<file path="config.mk">
export PLATFORM = sky130hd
export DESIGN_NAME = instr_fetch_flat
export DESIGN_NICKNAME = d
export VERILOG_FILES = /design/src/rtl/instr_fetch_pkg.sv /design/src/rtl/instr_fetch_if.sv /design/src/rtl/instr_fetch_wdog.sv /design/src/rtl/instr_fetch.sv /design/src/flat_wrapper.sv
export SDC_FILE = /design/constraint.sdc
export NUM_CORES = 1
export LEC_CHECK = 0
export ABC_CLOCK_PERIOD_IN_PS = 4400
export CAP_MARGIN = 20
export CORE_MARGIN = 2
export CORE_UTILIZATION = 40
export CTS_BUF_LIST = sky130_fd_sc_hd__clkbuf_2
export DETAILED_ROUTE_END_ITERATION = 6
export GPL_TIMING_DRIVEN = 0
export PLACE_DENSITY_LB_ADDON = 0.15
export SLEW_MARGIN = 20
export SYNTH_ARGS = -nofsm -noshare
export SYNTH_HDL_FRONTEND = slang
export SYNTH_SLANG_ARGS = --single-unit
</file>
<file path="constraint.sdc">
create_clock -name clk -period 4.4 [get_ports clk]
set_clock_uncertainty 0.15 [all_clocks]
set_input_delay 0.88 -clock clk [delete_from_list [all_inputs] [get_ports clk]]
set_output_delay 0.88 -clock clk [all_outputs]
set_load 0.01 [all_outputs]
</file>
<file path="src/rtl/instr_fetch_pkg.sv">
`default_nettype none
// ============================================================================
// Package : instr_fetch_pkg
// Brief   : SISC opcode constants, IR field positions, fetch FSM encoding.
// Rev     : 1.0 - initial release
// ============================================================================
package instr_fetch_pkg;

  localparam logic [3:0] NOOP   = 4'd0;
  localparam logic [3:0] LOD    = 4'd1;
  localparam logic [3:0] STR    = 4'd2;
  localparam logic [3:0] SWP    = 4'd3;
  localparam logic [3:0] BRA    = 4'd4;
  localparam logic [3:0] BRR    = 4'd5;
  localparam logic [3:0] BNE    = 4'd6;
  localparam logic [3:0] BNR    = 4'd7;
  localparam logic [3:0] ALU_OP = 4'd8;
  localparam logic [3:0] HLT    = 4'd15;

  localparam int IR_OP_MSB = 31;
  localparam int IR_OP_LSB = 28;
  localparam int IR_MM_MSB = 27;
  localparam int IR_MM_LSB = 24;

  localparam int WDOG_W = 8;

  typedef enum logic [0:0] {
    ST_IDLE = 1'b0,
    ST_BUSY = 1'b1
  } fetch_state_t;

endpackage
`default_nettype wire

</file>
<file path="src/rtl/instr_fetch_if.sv">
`default_nettype none
// ============================================================================
// Interface : instr_fetch_if
// Brief     : Instruction-memory read bus (req/ack handshake).
// Rev       : 1.0 - initial release
// ============================================================================
interface instr_fetch_if #(
  parameter int ADDR_W = 16,
  parameter int DATA_W = 32
);
  logic              im_req;
  logic [ADDR_W-1:0] im_addr;
  logic              im_ack;
  logic [DATA_W-1:0] im_rdata;

  modport master (output im_req, output im_addr, input im_ack, input im_rdata);
  modport slave  (input im_req, input im_addr, output im_ack, output im_rdata);
endinterface
`default_nettype wire

</file>
<file path="src/rtl/instr_fetch_wdog.sv">
`default_nettype none
// ============================================================================
// Module : fetch_wdog
// Brief  : 8-bit fetch timeout counter with clear/enable and terminal count.
// Rev    : 1.0 - initial release
// ============================================================================
module fetch_wdog
  import instr_fetch_pkg::*;
#(
  parameter int TIMEOUT = 15
) (
  input  logic clk,
  input  logic rst,
  input  logic clr,
  input  logic en,
  output logic tc
);

  logic [WDOG_W-1:0] count_q;
  logic [WDOG_W-1:0] count_d;

  always_comb begin
    count_d = count_q;
    if (clr) begin
      count_d = '0;
    end else if (en) begin
      count_d = count_q + WDOG_W'(1);
    end
  end

  always_ff @(posedge clk or posedge rst) begin
    if (rst) begin
      count_q <= '0;
    end else begin
      count_q <= count_d;
    end
  end

  // Terminal count marks the last cycle a request may still wait for ack.
  assign tc = (count_q == WDOG_W'(TIMEOUT - 1));

endmodule
`default_nettype wire

</file>
<file path="src/rtl/instr_fetch.sv">
`default_nettype none
// ============================================================================
// Module : instr_fetch
// Brief  : SISC fetch unit: reads IM at PC, loads IR, advances/branches PC.
// Rev    : 1.0 - initial release
// ============================================================================
module instr_fetch
  import instr_fetch_pkg::*;
#(
  parameter int          ADDR_W   = 16,
  parameter int          DATA_W   = 32,
  parameter int unsigned RESET_PC = 0,
  parameter int          TIMEOUT  = 15
) (
  input  logic               clk,
  input  logic               rst,
  input  logic               fetch_req,
  input  logic               halt,
  input  logic               pc_write,
  input  logic               br_sel,
  input  logic [ADDR_W-1:0]  br_addr,
  instr_fetch_if.master      im,
  output logic [DATA_W-1:0]  ir,
  output logic [3:0]         opcode,
  output logic [3:0]         mm,
  output logic               ir_valid,
  output logic               busy,
  output logic [ADDR_W-1:0]  pc,
  output logic               fetch_err
);

  fetch_state_t      state_q, state_d;
  logic [ADDR_W-1:0] pc_q, pc_d;
  logic [ADDR_W-1:0] im_addr_q, im_addr_d;
  logic [DATA_W-1:0] ir_q, ir_d;
  logic              ir_valid_q, ir_valid_d;
  logic              fetch_err_q, fetch_err_d;
  logic              wdog_clr;
  logic              wdog_en;
  logic              wdog_tc;

  fetch_wdog #(
    .TIMEOUT (TIMEOUT)
  ) u_wdog (
    .clk (clk),
    .rst (rst),
    .clr (wdog_clr),
    .en  (wdog_en),
    .tc  (wdog_tc)
  );

  always_comb begin
    state_d     = state_q;
    pc_d        = pc_q;
    im_addr_d   = im_addr_q;
    ir_d        = ir_q;
    ir_valid_d  = 1'b0;
    fetch_err_d = fetch_err_q;
    wdog_en     = 1'b0;

    case (state_q)
      ST_IDLE: begin
        if (fetch_req && !halt) begin
          state_d   = ST_BUSY;
          im_addr_d = pc_q;
        end
      end
      ST_BUSY: begin
        if (im.im_ack) begin
          ir_d       = im.im_rdata;
          pc_d       = pc_q + ADDR_W'(1);
          ir_valid_d = 1'b1;
          state_d    = ST_IDLE;
        end else if (wdog_tc) begin
          // Abort: hand ctrl a NOOP and skip the unreadable word.
          ir_d        = '0;
          fetch_err_d = 1'b1;
          pc_d        = pc_q + ADDR_W'(1);
          ir_valid_d  = 1'b1;
          state_d     = ST_IDLE;
        end else begin
          wdog_en = 1'b1;
        end
      end
      default: state_d = ST_IDLE;
    endcase

    // A branch load overrides any increment from a completing fetch.
    if (pc_write) begin
      pc_d = br_sel ? (pc_q + br_addr) : br_addr;
    end
  end

  always_ff @(posedge clk or posedge rst) begin
    if (rst) begin
      state_q     <= ST_IDLE;
      pc_q        <= ADDR_W'(RESET_PC);
      im_addr_q   <= '0;
      ir_q        <= '0;
      ir_valid_q  <= 1'b0;
      fetch_err_q <= 1'b0;
    end else begin
      state_q     <= state_d;
      pc_q        <= pc_d;
      im_addr_q   <= im_addr_d;
      ir_q        <= ir_d;
      ir_valid_q  <= ir_valid_d;
      fetch_err_q <= fetch_err_d;
    end
  end

  // The counter only runs while a request is outstanding.
  assign wdog_clr = (state_q == ST_IDLE);

  assign im.im_req  = (state_q == ST_BUSY);
  assign im.im_addr = im_addr_q;
  assign busy       = (state_q == ST_BUSY);
  assign ir         = ir_q;
  assign opcode     = ir_q[IR_OP_MSB:IR_OP_LSB];
  assign mm         = ir_q[IR_MM_MSB:IR_MM_LSB];
  assign ir_valid   = ir_valid_q;
  assign pc         = pc_q;
  assign fetch_err  = fetch_err_q;

endmodule
`default_nettype wire
</file>
<file path="src/flat_wrapper.sv">
// flat-port wrapper written by rule: the top's interface ports become plain ports
module instr_fetch_flat import instr_fetch_pkg::*;
#(
  parameter int          ADDR_W   = 16,
  parameter int          DATA_W   = 32,
  parameter int unsigned RESET_PC = 0,
  parameter int          TIMEOUT  = 15
)
  (clk, rst, fetch_req, halt, pc_write, br_sel, br_addr, ir, opcode, mm, ir_valid, busy, pc, fetch_err, im_im_req, im_im_addr, im_im_ack, im_im_rdata);
  instr_fetch_if #(.ADDR_W(ADDR_W), .DATA_W(DATA_W)) im_i ();
  input  logic clk;
  input  logic rst;
  input  logic fetch_req;
  input  logic halt;
  input  logic pc_write;
  input  logic br_sel;
  input  logic [ADDR_W-1:0] br_addr;
  output logic [DATA_W-1:0] ir;
  output logic [3:0] opcode;
  output logic [3:0] mm;
  output logic ir_valid;
  output logic busy;
  output logic [ADDR_W-1:0] pc;
  output logic fetch_err;
  output wire logic [$bits(im_i.im_req)-1:0] im_im_req;
  output wire logic [$bits(im_i.im_addr)-1:0] im_im_addr;
  input wire logic [$bits(im_i.im_ack)-1:0] im_im_ack;
  input wire logic [$bits(im_i.im_rdata)-1:0] im_im_rdata;
  assign im_im_req = im_i.im_req;
  assign im_im_addr = im_i.im_addr;
  assign im_i.im_ack = im_im_ack;
  assign im_i.im_rdata = im_im_rdata;
  instr_fetch #(.ADDR_W(ADDR_W), .DATA_W(DATA_W), .RESET_PC(RESET_PC), .TIMEOUT(TIMEOUT)) u_core (.clk(clk), .rst(rst), .fetch_req(fetch_req), .halt(halt), .pc_write(pc_write), .br_sel(br_sel), .br_addr(br_addr), .im(im_i), .ir(ir), .opcode(opcode), .mm(mm), .ir_valid(ir_valid), .busy(busy), .pc(pc), .fetch_err(fetch_err));
endmodule
</file>
==> results.sh <==
export IMPL_synth_area_sq_mm=0.00403
export IMPL_first_iter_violations=108
export IMPL_crit_start="br_addr[0]"
export IMPL_setup_worst_path_class="in2reg"
export IMPL_worstRegToRegCells=9
export IMPL_yosys_area_share_simple_pct=12.4
export IMPL_worstMarginPinSlew_ps=620
export IMPL_routed_wl_um=10800
export IMPL_area_growth_pct=41.0
export IMPL_die_w_um=104
export IMPL_placed_area_sq_mm=0.00552
export IMPL_wire_per_inst_um=16.8
export IMPL_syn_instance_count=367
export IMPL_fin_util_pct=58.1
export IMPL_diodes=0
export IMPL_end_kind="flop"
export IMPL_port_buffers=130
export IMPL_hold_viol=0
export IMPL_die_area_sq_mm=0.0109
export IMPL_clock_path_buffers=2
export IMPL_synth_fp_nets=441
export IMPL_r2r_slack_ps=1510
export IMPL_start_util_pct=41.2
export IMPL_crit_path_end="u_core.pc[12]$_DFFE_PP0P_"
export IMPL_rsz0062_at_grt="no"
export IMPL_setup_violations_final=0
export IMPL_viasPerCell=5.23
export IMPL_synth_edff_count=0
export IMPL_numCtsBuffers=9
export IMPL_synth_commonest_cells="dfrtp_1 (75), a22o_1 (32), xor2_1 (21)"
export IMPL_syn_area_per_cell_sq_um=11.0
export IMPL_dp_cells=631
export IMPL_grt_pass1_vias=3479
export IMPL_gr_usage_met1_pct=26.5
export IMPL_top_usage_layer="met2"
export IMPL_core_region_area_sq_mm=0.00977
export IMPL_ys_warnings_count=0
export IMPL_worstReg2RegStart="u_core.pc[0]$_DFFE_PP0P_"
export IMPL_grt_antenna_before_repair=0
export IMPL_synthXorXnorAreaFrac_pct=7.39
export IMPL_fin_nets=583
export IMPL_finalWorstSetupSlack_ps=1230
export IMPL_timing_rr_end="u_core.pc[12]$_DFFE_PP0P_"
export IMPL_final_cell_area_sq_mm=0.00568
export IMPL_tns_ps=0
export IMPL_gp_congestion=0.838
export IMPL_p_int_mw=1.80
export IMPL_clk_latency_ps=520
export IMPL_drive_gt1_share_pct=10.1
export IMPL_num_vias=3384
export IMPL_fin_hold_ws_ps=343
export IMPL_fp_row_count=36
export IMPL_cts_root_buf="clkbuf_2"
export IMPL_synth_top_family_by_area="compound AO/OA/AOI/OAI gates"
export IMPL_async_flop_share_pct=100
export IMPL_dr_pass1_iters=4
export IMPL_swShare_pct=34.0
export IMPL_grt_pass1_wl_um=17600
export IMPL_fin_crit_sh_pct=72.0
export IMPL_cp_start_kind="primary input"
export IMPL_die_h_um=104
export IMPL_drc=0
export IMPL_synth_compound_area_share_pct=17.9
export IMPL_finalNonFillerCells=647
export IMPL_outcome="complete, no violations"
export IMPL_cts_resized=0
export IMPL_cts_tree="yes"
export IMPL_cts_setup_buffers=0
export IMPL_power_per_cell_area_mw_per_mm2=480
export IMPL_dp_hpwl_um=8060
export IMPL_grt_use_met2_pct=33.3
export IMPL_ys_ff_latch=75
export IMPL_fmax_ghz=0.316
export IMPL_ios=131
export IMPL_grt_max_degree=39
export IMPL_slew_limit_headroom_pct=58.5
export IMPL_cts_sinks=75
export IMPL_pwr_share_seq_pct=37.5
export IMPL_muxShareOfSynthArea_pct=5.22
export IMPL_grt_overflow=0
export IMPL_peakVddDrop_mv=0.241
export IMPL_cts_clk_slew_worst_paths_ps=210
export IMPL_cts_hold_fix_buffers=0
export IMPL_p_leak_nw=2.42
export IMPL_detail_route_antenna_nets=0
export IMPL_cp_arrival_ps=3460
export IMPL_dp_slack_ps=718
export IMPL_p_clk_share_pct=18.5
export IMPL_seq_area_frac_synth_pct=46.6
export IMPL_synth_top_area_cell="dfrtp_1"
export IMPL_holdCritPathClass="reg2reg"
export IMPL_synth_most_common_cell="dfrtp_1"
export IMPL_synth_adder_area_share_pct=6.09
export IMPL_combPwrFrac_pct=44.0
export IMPL_synthFlopType="dfrtp_1"
export IMPL_synth_area_leaders="dfrtp_1 (47%), a22o_1 (7.0%), ha_1 (5.6%)"
export IMPL_max_cap_violations=0
export IMPL_synth_top_area_share_pct=46.6
export IMPL_fin_total_pwr_mw=2.73
export IMPL_drv_slew=0
export IMPL_worstPathMaxFanout=3
export IMPL_critPathRequiredTime_ps=4690
export IMPL_grt_usage_pct=20.2
export IMPL_htreeDepth=3
export IMPL_period_needed_ps=3170
export IMPL_yosysUniqueCellTypes=55
export IMPL_grt_util_met3_pct=5.45
export IMPL_p_switching_mw=0.929
-- cells by family (layout without fill, tap and decap cells) --
group / count (synthesis) / in the layout
AOI/OAI and AO/OA: 99 / 99
xor gates and xnor gates: 34 / 34
adders and majority gates: 19 / 19
buffers and inverters: 32 / 179
DFF: 75 / 75
muxes: 19 / 19
and+or+nand+nor: 89 / 89
-- critical path: stages --
cell	delay (ps)
clkdlybuf4s50_1	430
ha_1	240
fa_1	420
a21o_1	200
a21o_1	210
a21o_1	220
a21oi_1	340
o21ai_1	150
and4_1	210
nor3_1	160
-- power groups by stage --
| stage | Sequential, mW | Clock (mW) | Combinational (mW) |
|---|---|---|---|
| 3_3_place_gp | 1.03 | 0 | 1.18 |
| 2_1_floorplan | 1.09 | 0 | 0.555 |
| 5_1_grt | 1.05 | 0.546 | 1.29 |
| 6_report | 1.02 | 0.504 | 1.20 |
| 3_5_place_dp | 1.04 | 0 | 1.20 |
| 4_1_cts | 1.03 | 0.516 | 1.21 |
-- worst min-delay path by stage --
stage | start | to | slack [ps] | cells past startpoint
after floorplan | u_core.u_wdog.count_q[7]$_DFFE_PP0P_ | u_core.u_wdog.count_q[7]$_DFFE_PP0P_ | 350 | 2
after global placement | u_core.fetch_err$_DFFE_PP0P_ | u_core.fetch_err$_DFFE_PP0P_ | 310 | 1
after detailed placement | u_core.fetch_err$_DFFE_PP0P_ | u_core.fetch_err$_DFFE_PP0P_ | 300 | 1
after CTS | u_core.fetch_err$_DFFE_PP0P_ | u_core.fetch_err$_DFFE_PP0P_ | 350 | 1
after global routing | u_core.fetch_err$_DFFE_PP0P_ | u_core.fetch_err$_DFFE_PP0P_ | 370 | 1
final | u_core.fetch_err$_DFFE_PP0P_ | u_core.fetch_err$_DFFE_PP0P_ | 340 | 1
-- area by class of cell --
type	instances	area, sq um
buffer	23	144
clock buffer	9	45.0
clock inverter	7	116
fill	895	4100
inverter	9	36.3
multi-input combinational	260	1970
sequential	75	1880
tap	133	166
timing repair buffer	131	1320
-- sequential cells by signal, indices dropped and copies added (netlist names) --
name,cells
u_core.fetch_err,1
u_core.im.im_addr,16
u_core.u_wdog.count_q,8
u_core.pc,16
u_core.ir,32
u_core.busy,1
u_core.ir_valid,1
-- placed cells by master, fill, tap and decap left out, drive strengths merged, types with 4 or more instances in the layout --
cell type and instances:
clkdlybuf4s50 130, dfrtp 75, a22o 32, xor2 21, a21oi 21, nor2 18
ha 18, clkbuf 17, nand2 16, mux2 16, buf 16, nand3 14
xnor2 13, o21ai 10, inv 9, a21o 8, a31oi 7, a211oi 7
and3 6, o22ai 6, nor3 6, nand4 5, nor2b 5, nand2b 4
clkinv 4
-- routing by layer --
metal,share of wire [%],vias up
met1,44,1661
met3,4.7,12
met2,50,87
met5,0,-
met4,1.4,0
li1,-,1624
Power figures use the tool's default switching activity.
